## src/rtl/reglk_arb_pkg.sv

```systemverilog
// ============================================================================
// Module      : reglk_arb_pkg
// Description : Shared types, defaults and error decode for the register-lock
//               bank access arbiter.
// Revision    : 1.0 - initial release
// ============================================================================
`default_nettype none

package reglk_arb_pkg;

    // Transaction sequencing states
    typedef enum logic [1:0] {
        ST_IDLE   = 2'd0,
        ST_ACCESS = 2'd1,
        ST_WAIT   = 2'd2,
        ST_RESP   = 2'd3
    } state_t;

    // Reasons a request is refused at accept time
    typedef enum logic [1:0] {
        ERR_NONE  = 2'd0,
        ERR_RANGE = 2'd1,
        ERR_PERM  = 2'd2
    } err_cause_t;

    localparam int         REGLK_NUM_WORDS = 6;
    localparam logic [2:0] REGLK_WR_MASK   = 3'b110;

    // Out-of-range addresses take precedence over permission faults
    function automatic err_cause_t decode_err(
        input logic [31:0] addr,
        input logic [31:0] num_words,
        input logic        we,
        input logic        wr_allowed
    );
        if (addr >= num_words)
            return ERR_RANGE;
        if (we && !wr_allowed)
            return ERR_PERM;
        return ERR_NONE;
    endfunction

endpackage

`default_nettype wire

```

## src/rtl/rr_arbiter.sv

```systemverilog
// ============================================================================
// Module      : rr_arbiter
// Description : Combinational round-robin arbiter. Searches from ptr+1 upward
//               (wrapping) and returns a one-hot grant plus encoded index.
// Revision    : 1.0 - initial release
// ============================================================================
`default_nettype none

module rr_arbiter #(
    parameter int NUM_REQ = 3,
    parameter int IDX_W   = (NUM_REQ > 1) ? $clog2(NUM_REQ) : 1
) (
    input  logic [NUM_REQ-1:0] valid,
    input  logic [IDX_W-1:0]   ptr,
    output logic [NUM_REQ-1:0] grant,
    output logic [IDX_W-1:0]   idx,
    output logic               any
);

    // First valid requester after the pointer wins; the pointer itself is last
    always_comb begin
        grant = '0;
        idx   = '0;
        any   = 1'b0;
        for (int off = 1; off <= NUM_REQ; off++) begin
            int cand;
            cand = int'(ptr) + off;
            if (cand >= NUM_REQ)
                cand = cand - NUM_REQ;
            for (int r = 0; r < NUM_REQ; r++) begin
                if (!any && (r == cand) && valid[r]) begin
                    any      = 1'b1;
                    grant[r] = 1'b1;
                    idx      = IDX_W'(r);
                end
            end
        end
    end

endmodule

`default_nettype wire

```

## src/rtl/reglk_access_arb.sv

```systemverilog
// ============================================================================
// Module      : reglk_access_arb
// Description : Grants one requester at a time to the register-lock bank,
//               checks range/permission, performs a single bank access and
//               returns read data or an error to the granted requester.
//               Optional macro REGLK_ARB_DBG_PRIO_EN gives requester 0 (debug)
//               absolute priority without moving the round-robin pointer.
// Revision    : 1.0 - initial release
// ============================================================================
`default_nettype none

module reglk_access_arb
    import reglk_arb_pkg::*;
#(
    parameter int                 NUM_REQ   = 3,
    parameter int                 NUM_WORDS = REGLK_NUM_WORDS,
    parameter int                 ADDR_W    = 3,
    parameter int                 DATA_W    = 32,
    parameter int                 MEM_LAT   = 0,
    parameter logic [NUM_REQ-1:0] WR_MASK   = NUM_REQ'(REGLK_WR_MASK)
) (
    input  logic                      clk_i,
    input  logic                      rst_i,
    input  logic [NUM_REQ-1:0]        req_valid_i,
    output logic [NUM_REQ-1:0]        req_ready_o,
    input  logic [NUM_REQ-1:0]        req_we_i,
    input  logic [NUM_REQ*ADDR_W-1:0] req_addr_i,
    input  logic [NUM_REQ*DATA_W-1:0] req_wdata_i,
    output logic [NUM_REQ-1:0]        rsp_valid_o,
    output logic [DATA_W-1:0]         rsp_rdata_o,
    output logic                      rsp_err_o,
    output logic                      mem_en_o,
    output logic                      mem_we_o,
    output logic [ADDR_W-1:0]         mem_addr_o,
    output logic [DATA_W-1:0]         mem_wdata_o,
    input  logic [DATA_W-1:0]         mem_rdata_i,
    output logic                      busy_o
);

    localparam int               IDX_W     = (NUM_REQ > 1) ? $clog2(NUM_REQ) : 1;
    localparam int               CNT_W     = 2;
    localparam logic [CNT_W-1:0] WAIT_INIT = (MEM_LAT > 0) ? CNT_W'(MEM_LAT - 1) : '0;

    state_t             state;
    logic [IDX_W-1:0]   rr_ptr;
    logic [NUM_REQ-1:0] arb_grant;
    logic [IDX_W-1:0]   arb_idx;
    logic               arb_any;
    logic               dbg_win;
    logic [NUM_REQ-1:0] win_grant;
    logic [IDX_W-1:0]   win_idx;
    logic               accept;
    logic               sel_we;
    logic [ADDR_W-1:0]  sel_addr;
    logic [DATA_W-1:0]  sel_wdata;
    logic               sel_wr_ok;
    err_cause_t         acc_err;
    logic [NUM_REQ-1:0] lat_grant;
    logic               lat_we;
    logic [CNT_W-1:0]   wait_cnt;

    rr_arbiter #(
        .NUM_REQ (NUM_REQ),
        .IDX_W   (IDX_W)
    ) u_rr_arbiter (
        .valid (req_valid_i),
        .ptr   (rr_ptr),
        .grant (arb_grant),
        .idx   (arb_idx),
        .any   (arb_any)
    );

`ifdef REGLK_ARB_DBG_PRIO_EN
    assign dbg_win = req_valid_i[0];
`else
    assign dbg_win = 1'b0;
`endif

    assign win_grant = dbg_win ? NUM_REQ'(1) : arb_grant;
    assign win_idx   = dbg_win ? '0 : arb_idx;

    // Ready is only offered from IDLE, and never while reset is held
    assign accept      = (state == ST_IDLE) && !rst_i && arb_any;
    assign req_ready_o = accept ? win_grant : '0;
    assign busy_o      = (state != ST_IDLE);

    // Pick out the winner's payload and write permission
    always_comb begin
        sel_we    = 1'b0;
        sel_addr  = '0;
        sel_wdata = '0;
        sel_wr_ok = 1'b0;
        for (int r = 0; r < NUM_REQ; r++) begin
            if (win_idx == IDX_W'(r)) begin
                sel_we    = req_we_i[r];
                sel_addr  = req_addr_i[r*ADDR_W +: ADDR_W];
                sel_wdata = req_wdata_i[r*DATA_W +: DATA_W];
                sel_wr_ok = WR_MASK[r];
            end
        end
    end

    assign acc_err = decode_err(32'(sel_addr), 32'(NUM_WORDS), sel_we, sel_wr_ok);

    // Transaction sequencer with registered bank and response outputs
    always_ff @(posedge clk_i or posedge rst_i) begin
        if (rst_i) begin
            state       <= ST_IDLE;
            rr_ptr      <= IDX_W'(NUM_REQ - 1);
            lat_grant   <= '0;
            lat_we      <= 1'b0;
            wait_cnt    <= '0;
            mem_en_o    <= 1'b0;
            mem_we_o    <= 1'b0;
            mem_addr_o  <= '0;
            mem_wdata_o <= '0;
            rsp_valid_o <= '0;
            rsp_err_o   <= 1'b0;
            rsp_rdata_o <= '0;
        end else begin
            case (state)
                ST_IDLE: begin
                    if (accept) begin
                        lat_grant <= win_grant;
                        lat_we    <= sel_we;
                        if (!dbg_win)
                            rr_ptr <= win_idx;
                        if (acc_err != ERR_NONE) begin
                            // Refused requests skip the bank entirely
                            state       <= ST_RESP;
                            rsp_valid_o <= win_grant;
                            rsp_err_o   <= 1'b1;
                            rsp_rdata_o <= '0;
                        end else begin
                            state       <= ST_ACCESS;
                            mem_en_o    <= 1'b1;
                            mem_we_o    <= sel_we;
                            mem_addr_o  <= sel_addr;
                            mem_wdata_o <= sel_wdata;
                        end
                    end
                end
                ST_ACCESS: begin
                    mem_en_o    <= 1'b0;
                    mem_we_o    <= 1'b0;
                    mem_addr_o  <= '0;
                    mem_wdata_o <= '0;
                    if (MEM_LAT == 0) begin
                        state       <= ST_RESP;
                        rsp_valid_o <= lat_grant;
                        rsp_err_o   <= 1'b0;
                        rsp_rdata_o <= lat_we ? '0 : mem_rdata_i;
                    end else begin
                        state    <= ST_WAIT;
                        wait_cnt <= WAIT_INIT;
                    end
                end
                ST_WAIT: begin
                    // Bank data is valid on the final wait cycle
                    if (wait_cnt == '0) begin
                        state       <= ST_RESP;
                        rsp_valid_o <= lat_grant;
                        rsp_err_o   <= 1'b0;
                        rsp_rdata_o <= lat_we ? '0 : mem_rdata_i;
                    end else begin
                        wait_cnt <= wait_cnt - 1'b1;
                    end
                end
                ST_RESP: begin
                    state       <= ST_IDLE;
                    rsp_valid_o <= '0;
                    rsp_err_o   <= 1'b0;
                    rsp_rdata_o <= '0;
                end
                default: state <= ST_IDLE;
            endcase
        end
    end

endmodule

`default_nettype wire
```

## config.mk

```make
export PLATFORM = sky130hd
export DESIGN_NAME = reglk_access_arb
export DESIGN_NICKNAME = d
export VERILOG_FILES = /design/src/rtl/reglk_arb_pkg.sv /design/src/rtl/rr_arbiter.sv /design/src/rtl/reglk_access_arb.sv
export SDC_FILE = /design/constraint.sdc
export NUM_CORES = 1
export LEC_CHECK = 0
export ABC_AREA = 0
export BUFFER_PORTS_ARGS = -buffer_cell sky130_fd_sc_hd__buf_2
export CAP_MARGIN = 20
export CORE_MARGIN = 5
export CORE_UTILIZATION = 48
export DETAILED_ROUTE_END_ITERATION = 8
export HOLD_SLACK_MARGIN = 0.12
export PLACE_DENSITY_LB_ADDON = 0.2
export SYNTH_ARGS = -nofsm -noshare
export SYNTH_HDL_FRONTEND = slang
export SYNTH_SLANG_ARGS = --single-unit
```

## constraint.sdc

```tcl
create_clock -name clk_i -period 4 [get_ports clk_i]
set_input_delay 0.4 -clock clk_i [delete_from_list [all_inputs] [get_ports clk_i]]
set_output_delay 0.4 -clock clk_i [all_outputs]
set_load 0.02 [all_outputs]
```

Yosys cells after proc, flatten, opt, wreduce, memory -nomap -nowiden
Cells that the tools add are included.
W data, S select, Z words.
- bitwise gates (word level): 1
- mux-type cells: 76
- equal/unequal tests: 15
- reduce and logical (&&, ||, !) cells: 45
- add/subtract/negate cells: 7
- $lt $le $gt $ge: 4
- operators with widths (operator ; number):
    $mux W32 ; 12
    $pmux W32 S4 ; 1
    $eq A2 B32 Y1 const A ; 3
    $eq A3 B32 Y1 const A ; 3
    $ge A32 B3 Y1 const B ; 3
    $logic_not A32 Y1 ; 3
    $sub A32 B3 Y32 const B ; 3
    $pmux W32 S2 ; 1
    $mux W1 ; 33
    $mux W2 ; 14
    $mux W3 ; 9
    $logic_and A1 B1 Y1 ; 20
    $pmux W3 S4 ; 1
    $logic_not A1 Y1 ; 10
    $pmux W2 S4 ; 1
    $add A2 B2 Y3 const B ; 2
    $eq A2 B2 Y1 const B ; 3
    $logic_not A2 Y1 ; 3
    $ne A2 B2 Y1 const B ; 3
    $pmux W3 S2 ; 1
    $reduce_and A2 Y1 ; 3
    $reduce_and A3 Y1 ; 2
    $reduce_bool A2 Y1 ; 3
    $eq A2 B1 Y1 const B ; 2
    other kinds (8) ; 9
- word-level logic and storage cells: 160
- input bits: 145
- bits in registers: 83

Logic depth before layout (Yosys ltp)
Gate-level depths: netlist (run 1).
- depth after elaboration: 51
- mapped depth: 16
- gate-level depth less buffers: 12

Modules after synthesis
A second synthesis (run 1) with hierarchy kept.
- cell total of the unflattened synthesis: 527
- area, all modules: 4669.5 um^2
- by module, submodules not included (module ; cells each ; area an instance (um^2) ; instances ; sequential area each (um^2)):
    reglk_access_arb ; 500 ; 4468.0 ; 1 ; 2078.2
    rr_arbiter ; 27 ; 201.4 ; 1 ; 0.0

Worst setup path before layout (run 1)
No wires, ideal clock.
- path type: input port to output port
- from: input port rst_i
- to: output port req_ready_o[0]
- arrival time: 3427 ps
- slack: 173 ps
- cell stages on the path: 3
- path through: inv_1 -> nand2_1 -> a2111oi_2
- longest elaborated chain between the ends: 4
- RTL lines (element ; RTL line ; text):
    start, declared ; reglk_access_arb.sv:23 ; input logic rst_i,
    $logic_not A1 Y1 (no line) ; n/a ;
    $logic_and A1 B1 Y1 (2 in series) ; reglk_access_arb.sv:83 ; assign accept = (state == ST_IDLE) && !rst_i && arb_any;
    $mux W3 ; reglk_access_arb.sv:84 ; assign req_ready_o = accept ? win_grant : '0;
    end, declared ; reglk_access_arb.sv:25 ; output logic [NUM_REQ-1:0] req_ready_o,
Every way passes these cells.

Final worst setup path (run 1)
- from: register rr_ptr[1]
- to: register rsp_rdata_o[30]
- longest elaborated chain between the ends: 50
- RTL lines (element ; RTL line ; text):
    start, declared ; reglk_access_arb.sv:45 ; logic [IDX_W-1:0] rr_ptr;
    start signal, assigned ; reglk_access_arb.sv:109 ; rr_ptr <= IDX_W'(NUM_REQ - 1);
    start signal, assigned ; reglk_access_arb.sv:127 ; rr_ptr <= win_idx;
    parallel branches: the longest is 49 deep, another holds $sub A32 B3 Y32 ; n/a ;
    $reduce_and A3 Y1 (no line) (*) ; n/a ;
    end signal, assigned ; reglk_access_arb.sv:152 ; rsp_rdata_o <= lat_we ? '0 : mem_rdata_i;
    end signal, assigned ; reglk_access_arb.sv:164 ; rsp_rdata_o <= lat_we ? '0 : mem_rdata_i;
    end, declared ; reglk_access_arb.sv:30 ; output logic [DATA_W-1:0] rsp_rdata_o,
Mark *: on every way between the ends. The select of a mux whose other input is x is not followed.
A chain may end at the register's enable or synchronous reset.

==> summary.txt, run 1 <==
Detailed routing
  – Drt drc: 0
  – Via count: 4,618
  – Detail-routed via count per cell: 5.49
  – 1st-iter DRT viols: 328
  – Final wirelength: 14.4 mm
  – Routed Antenna Nets: 0
  – DRT Pass-1 Iters: 4
  – Avg WL per Cell: 17.2 um

Cells and area
  – Antenna cells: 0
  – Area delta synth->final: 26.6%
  – Layout cells sized above 1: 38.8%
  – Non-Filler Instances: 841
  – Final #Nets: 860

Yosys
  – Post-Syn Area: 4870 sq um
  – Seq/Total Area, Yosys: 42.6%
  – Synth Register Bits: 83
  – Synth Instances: 506
  – Mapped Avg Cell Area: 9.63 sq um
  – Synth unique cells: 50
  – Syn nets: 663
  – Yosys Warn Count: 0

STA
  – Pins Over Slew Limit: 0
  – Max Clock Freq: 270 MHz
  – Crit path time final: 3700 ps
  – Clock skew: 15.2 ps
  – Fin Hold WS: 264 ps
  – Tcrit/Tclk final: 92.5%
  – Count of final hold-check violations: 0
  – Unrepaired setup endpoints after global routing: no
  – Worst Tran Pin Value: 937 ps
  – Setup TNS: 0 ps
  – Max_slew headroom: 37.5%
  – Final setup fails: 0

Power and ir drop
  – Peak supply drop: 0.343 mV
  – Flop pwr share: 26.9%
  – Leak pwr: 3.29 nW
  – Clk pwr share: 12.1%
  – P_int: 0.00238 W
  – Switching pwr: 0.00229 W
  – PwrDens: 757 nW/um^2
  – Total power: 0.00467 W
  – Switching part of the total power: 48.9%
  – Combinational share of power: 61.0%

Critical path
  – Critical R2R Capture: rsp_rdata_o[30]
  – R2r startpoint: rr_ptr[1]
  – CP Data Required Time: 4290 ps
  – Worst-path maximum fanout: 17
  – R2R depth: 11
  – Setup CP Type: reg -> reg
  – CP startpoint kind: register
  – R2r setup slk: 300 ps
  – Worst EP arrival: 3990 ps
  – CP Capture Type: register

Worst hold path
  – Worst min path class: in -> reg
  – Worst Hold Depth: 3
  – Hold path start: mem_rdata_i[2]
  – Hold Path Sink: rsp_rdata_o[2]

Floorplan
  – Die area: 12,300 sq um
  – Starting Density: 49.6%
  – Core area: 9820 sq um
  – Io pins: 222
  – Die X: 111 um
  – Die H: 111 um
  – Row cnt: 36

Clocking
  – CTS clk-pin slew, worst paths: 100 ps
  – Worst skew pair latency: 370 ps
  – Max clock buf depth: 2
  – # clock sinks: 83
  – Htree depth: 3
  – CTS tree: done
  – Clk root buf: clkbuf_8
  – Setup repair bufs after CTS: 0
  – Cts bufs inserted: 9

Run
  – MaxCap Viol Count: 0

Place
  – IO Port Bufs: 221
  – Final GP Congestion: 0.863
  – Placed Instances: 824
  – Detailed Place HPWL: 10.9 mm

Outcome
  – Status: complete, no violations

GRT
  – Gr usage total: 23.5%
  – Initial antenna violation count: 1
  – Pin count of the biggest net entering global routing: 72
  – Vias in the first global route: 4,627
  – Grt total ovfl: 0
  – First-pass GRT wire length: 23.8 mm
state kept, by name, indices dropped and copies added (netlist names):
| name | count |
|---|---|
| rr_ptr | 2 |
| mem_en_o | 1 |
| mem_addr_o | 3 |
| rsp_valid_o | 3 |
| mem_wdata_o | 32 |
| lat_grant | 3 |
| state | 2 |
| wait_cnt | 2 |
| rsp_err_o | 1 |
| rsp_rdata_o | 32 |
| lat_we | 1 |
| mem_we_o | 1 |
what timing repair did:
action / CTS / global route
resized for setup: 0 / 0
endpoints found under the hold margin: 11 / 0
hold buffers: 1 / 0
cell usage after synthesis (all sizes together):
master,instances,area share (%)
a211oi,4,1.0
nand3b,3,0.72
nor2b,6,0.92
nand2,49,3.8
mux2,5,1.2
a21oi,41,4.6
o2111ai,1,0.18
o21ai,22,2.3
a2111oi,1,0.31
a22o,11,2.0
xnor2,1,0.18
a31oi,1,0.13
a211o,1,0.18
mux2i,35,7.2
and3,1,0.13
nand3,1,0.21
nor2,32,2.5
o211ai,1,0.15
a21o,2,0.31
o31ai,26,4.3
o31a,1,0.21
ha,12,3.1
inv,46,3.5
and2,2,0.31
nor4,2,0.56
a21boi,1,0.23
clkinv,1,0.077
nand2b,4,0.51
o2111a,1,0.23
a22oi,35,5.5
o221ai,25,4.5
buf,24,4.2
clkbuf,23,1.8
dfstp,1,0.54
nor3,2,0.41
dfrtp,82,42
cell usage in the layout (no fill, tap or decap), types with 3 or more instances in the layout:
master / count
o21ai_0: 19
o21ai_1: 3
nand2_1: 48
ha_1: 11
a211oi_2: 3
buf_2: 221
o31ai_1: 25
a22o_1: 11
mux2_1: 4
dfrtp_1: 82
nor2_1: 32
buf_4: 8
o221ai_1: 25
nor2b_1: 3
a22oi_1: 34
a21oi_1: 36
mux2i_1: 35
inv_1: 45
clkbuf_8: 9
a21oi_2: 5
nand2b_1: 4
worst max-delay path, cell delays in order (launching register included):
cell and delay [ps]:
dfstp_2 540, ha_1 420, a21oi_1 120, and2_1 160
o21ai_1 320, ha_1 390, a21oi_1 150, a211oi_2 370
a21oi_2 100, a211oi_4 580, buf_12 250, mux2i_1 210
cell families (layout without fill, tap and decap cells):
family / Yosys count / after routing / synth area share [%]
AO/OA/AOI/OAI: 174 / 174 / 26.1
AND/OR/NAND/NOR: 102 / 102 / 10.1
multiplexers: 40 / 40 / 8.34
flip-flops: 83 / 83 / 42.6
XOR/XNOR: 1 / 1 / 0.180
adder cells (fa/ha/maj): 12 / 12 / 3.08
buffers and inverters: 94 / 296 / 9.63
area by class of cell:
class / count / area (sq um)
clock buffers: 10 / 128
clock inverters: 6 / 50.0
fillers: 866 / 3650
inverters: 47 / 178
multi-input cells: 329 / 2340
flip-flops and latches: 83 / 2080
well taps: 133 / 166
repair buffers: 233 / 1230
worst max path at each step:
stage / start / end / slack (ps)
finish: rr_ptr[1] / rsp_rdata_o[30] / 300
global route: rr_ptr[1] / rsp_rdata_o[24] / 10
CTS: rr_ptr[1] / rsp_rdata_o[24] / 260
detailed placement: rr_ptr[1] / rsp_rdata_o[24] / 280
global placement: rr_ptr[1] / rsp_rdata_o[28] / 410
floorplan: rst_i / req_ready_o[0] / 170
power groups by stage:
stage	Sequential [W]	Clock [W]	Combinational, W
floorplan	0.00152	0	0.00190
global placement	0.00126	0	0.00275
detailed placement	0.00127	0	0.00286
CTS	0.00125	0.000582	0.00287
global route	0.00129	0.000624	0.00313
finish	0.00126	0.000567	0.00285
per-stage QoR:
stage	area [sq um]	worst slack [ps]	util [%]
2_1_floorplan	4870	173	-
3_3_place_gp	5970	411	60.8
3_5_place_dp	5980	285	60.9
4_1_cts	6170	258	62.9
5_1_grt	6170	10.7	62.9
6_report	6170	302	62.9
per-layer routing:
layer,global-route usage [%],routed length (um)
met1,29.6,6000
met2,37.1,6760
met3,8.02,1320
met4,9.36,350
met5,0,13
Note: power is estimated with default switching activity, not from simulation.
==> inputs of run 2 (changes only) <==
REMOVE_ABC_BUFFERS = 1   (was unset)
TNS_END_PERCENT = 50   (was unset)
==> run 2 against run 1 <==
Effect of this change:
- largest power group unchanged
- clock skew is 1.6 ps lower
- die area unchanged
- sequential power about the same
- routed wire length up 0.23%
- count of clock-buffer cells in the layout down 1
==> summary.txt, run 2 (synthesis gave the netlist of run 1 again) <==
STA
  – Unrepaired setup endpoints after global routing: no (unchanged)
  – Max Clock Freq: 271 MHz (was 270 MHz)
  – Max_slew headroom: 33.7% (was 37.5%)
  – Pins Over Slew Limit: 0 (unchanged)
  – Count of final hold-check violations: 0 (unchanged)
  – Final setup fails: 0 (unchanged)
  – Setup TNS: 0 ps (unchanged)
  – Crit path time final: 3690 ps (was 3700 ps)
  – Tcrit/Tclk final: 92.3% (was 92.5%)
  – Worst Tran Pin Value: 995 ps (was 937 ps)
  – Clock skew: 13.6 ps (was 15.2 ps)

Floorplan
  – Starting Density: 49.6% (unchanged)
  – Row cnt: 36 (unchanged)
  – Die area: 12,300 sq um (unchanged)
  – Core area: 9820 sq um (unchanged)
  – Die H: 111 um (unchanged)
  – Die X: 111 um (unchanged)
  – Io pins: 222 (unchanged)

Worst hold path
  – Worst min path class: in -> reg (unchanged)

Power and ir drop
  – Combinational share of power: 60.4% (was 61.0%)
  – P_int: 0.00237 W (was 0.00238 W)
  – Leak pwr: 3.29 nW (about the same)
  – Clk pwr share: 12.8% (was 12.1%)
  – Peak supply drop: 0.436 mV (was 0.343 mV)
  – PwrDens: 754 nW/um^2 (was 757 nW/um^2)
  – Switching pwr: 0.00229 W (about the same)
  – Flop pwr share: 26.8% (was 26.9%)
  – Switching part of the total power: 49.1% (was 48.9%)

Cells and area
  – Final #Nets: 861 (was 860)
  – Multi-input gate area: 2340 sq um (about the same)
  – Filler instances: 897 (was 866)
  – Layout cells sized above 1: 39.2% (was 38.8%)
  – Core Util, Final: 63.0% (was 62.9%)
  – Reg area: 2080 sq um (unchanged)
  – Most frequent cells in the layout: 221 x buf_2, 82 x dfrtp_1, 48 x nand2_1, 45 x inv_1, 36 x a21oi_1 (unchanged)
  – Top Registers: mem_wdata_o x32, rsp_rdata_o x32 (unchanged)
  – Area delta synth->final: 27.0% (was 26.6%)
  – Commonest non-fill, non-tap cell in the layout: buf_2 (unchanged)
  – Antenna cells: 0 (unchanged)

GRT
  – Grt total ovfl: 0 (unchanged)
  – Vias in the first global route: 4,545 (was 4,627)
  – Pin count of the biggest net entering global routing: 57 (was 72)
  – Gr usage total: 22.6% (was 23.5%)
  – First-pass GRT wire length: 22.9 mm (was 23.8 mm)
  – Initial antenna violation count: 0 (was 1)

Detailed routing
  – DRT Pass-1 Iters: 4 (unchanged)
  – Detail-routed via count per cell: 5.40 (was 5.49)
  – Drt drc: 0 (unchanged)
  – Final wirelength: 14.5 mm (was 14.4 mm)
  – Avg WL per Cell: 17.2 um (about the same)
  – 1st-iter DRT viols: 249 (was 328)
  – Via count: 4,549 (was 4,618)
  – Routed Antenna Nets: 0 (unchanged)

Clocking
  – Clk root buf: clkbuf_8 (unchanged)
  – Setup repair bufs after CTS: 0 (unchanged)
  – CTS clk-pin slew, worst paths: 110 ps (was 100 ps)
  – CTS tree: done (unchanged)
  – Worst skew pair latency: 370 ps (about the same)
  – Max clock buf depth: 2 (unchanged)
  – # clock sinks: 83 (unchanged)
  – Htree depth: 3 (unchanged)
  – Cts bufs inserted: 9 (unchanged)

Critical path
  – CP Capture Point: mem_wdata_o[4] (was rsp_rdata_o[30])
  – R2R depth: 12 (was 11)
  – CP Data Required Time: 4290 ps (about the same)
  – Crit path launch: rr_ptr[1] (unchanged)
  – R2r startpoint: rr_ptr[1] (unchanged)
  – CP startpoint kind: register (unchanged)
  – Slowest stage delay, CP: 780 ps (was 580 ps)
  – R2r setup slk: 310 ps (was 300 ps)
  – Critical R2R Capture: mem_wdata_o[4] (was rsp_rdata_o[30])
  – Setup CP Type: reg -> reg (unchanged)
  – Worst-path cell chain: inv_1 -> ha_1 -> nand2b_1 -> and2_1 -> o21ai_1 -> inv_1 -> ha_2 -> nor2b_4 -> a211oi_2 -> a211oi_2 -> a22oi_1 -> a22o_1 (was ha_1 -> a21oi_1 -> and2_1 -> o21ai_1 -> ha_1 -> a21oi_1 -> a211oi_2 -> a21oi_2 -> a211oi_4 -> buf_12 -> mux2i_1)
  – CP max-delay cell: a22oi_1 (was a211oi_4)
  – Worst EP arrival: 3980 ps (was 3990 ps)
  – CP Capture Type: register (unchanged)
  – Worst-path maximum fanout: 11 (was 17)

Run
  – MaxCap Viol Count: 0 (unchanged)

Outcome
  – Status: complete, no violations (unchanged)

Place
  – Final GP Congestion: 0.861 (was 0.863)
  – Detailed Place HPWL: 11.0 mm (was 10.9 mm)
  – IO Port Bufs: 221 (unchanged)
==> run 2: cell type report <==
type / instances / share of cell area [%]
multi-input combinational: 329 / 37.9
clock inverter: 7 / 1.15
timing repair buffer: 234 / 19.8
clock buffer: 9 / 2.00
tap: 133 / 2.69
inverter: 47 / 2.87
sequential: 83 / 33.6
==> run 2: power by group through the flow <==
stage	registers (W)	logic (W)	clock network [W]
floorplan	0.00152	0.00168	0
global placement	0.00126	0.00272	0
detailed placement	0.00126	0.00283	0
CTS	0.00125	0.00284	0.000610
global route	0.00128	0.00308	0.000636
finish	0.00125	0.00282	0.000598
==> run 2: critical path: cells and delay by family, from the launching register on <==
| kind | cells | cell delay (ps) |
|---|---|---|
| compound gates | 5 | 1830 |
| fa+ha+maj | 2 | 600 |
| buf+inv | 2 | 220 |
| flops | 1 | 550 |
| simple gates | 3 | 410 |
==> run 2: through the flow <==
stage / instance area, sq um / power [W] / hold slack, ps / cells / setup slack, ps
floorplan: 4580 / 0.00320 / 446 / 459 / -1910
global placement: 5960 / 0.00398 / 451 / 824 / 506
detailed placement: 5980 / 0.00409 / 456 / 825 / 246
CTS: 6180 / 0.00470 / 252 / 842 / 212
global route: 6190 / 0.00500 / 264 / 842 / 10.8
finish: 6190 / 0.00467 / 259 / 842 / 308
==> run 2: worst min path at each step <==
stage                       to  cells past startpoint       startpoint
2_1_floorplan      wait_cnt[0]                      1      wait_cnt[0]
5_1_grt        rsp_rdata_o[24]                      3  mem_rdata_i[24]
3_3_place_gp         rr_ptr[0]                      2            rst_i
4_1_cts        rsp_rdata_o[20]                      3  mem_rdata_i[20]
3_5_place_dp         rr_ptr[0]                      2            rst_i
6_report       rsp_rdata_o[20]                      3  mem_rdata_i[20]
==> run 2: what timing repair did <==
action                     4_1_cts  5_1_grt
hold buffers                     1        0
hold endpoints to repair        26        0
resized for setup                0        1
setup endpoints to repair        0       29
==> run 2: per-layer routing <==
metal | vias to the layer above | share of wire (%) | track usage [%] | wire length [um]
li1 | 2206 | - | - | -
met1 | 2145 | 39 | 28.3 | 5670
met2 | 171 | 51 | 38.7 | 7420
met3 | 27 | 7.0 | 4.69 | 1020
met4 | 0 | 2.5 | 8.21 | 365
met5 | - | 0 | 0 | 0
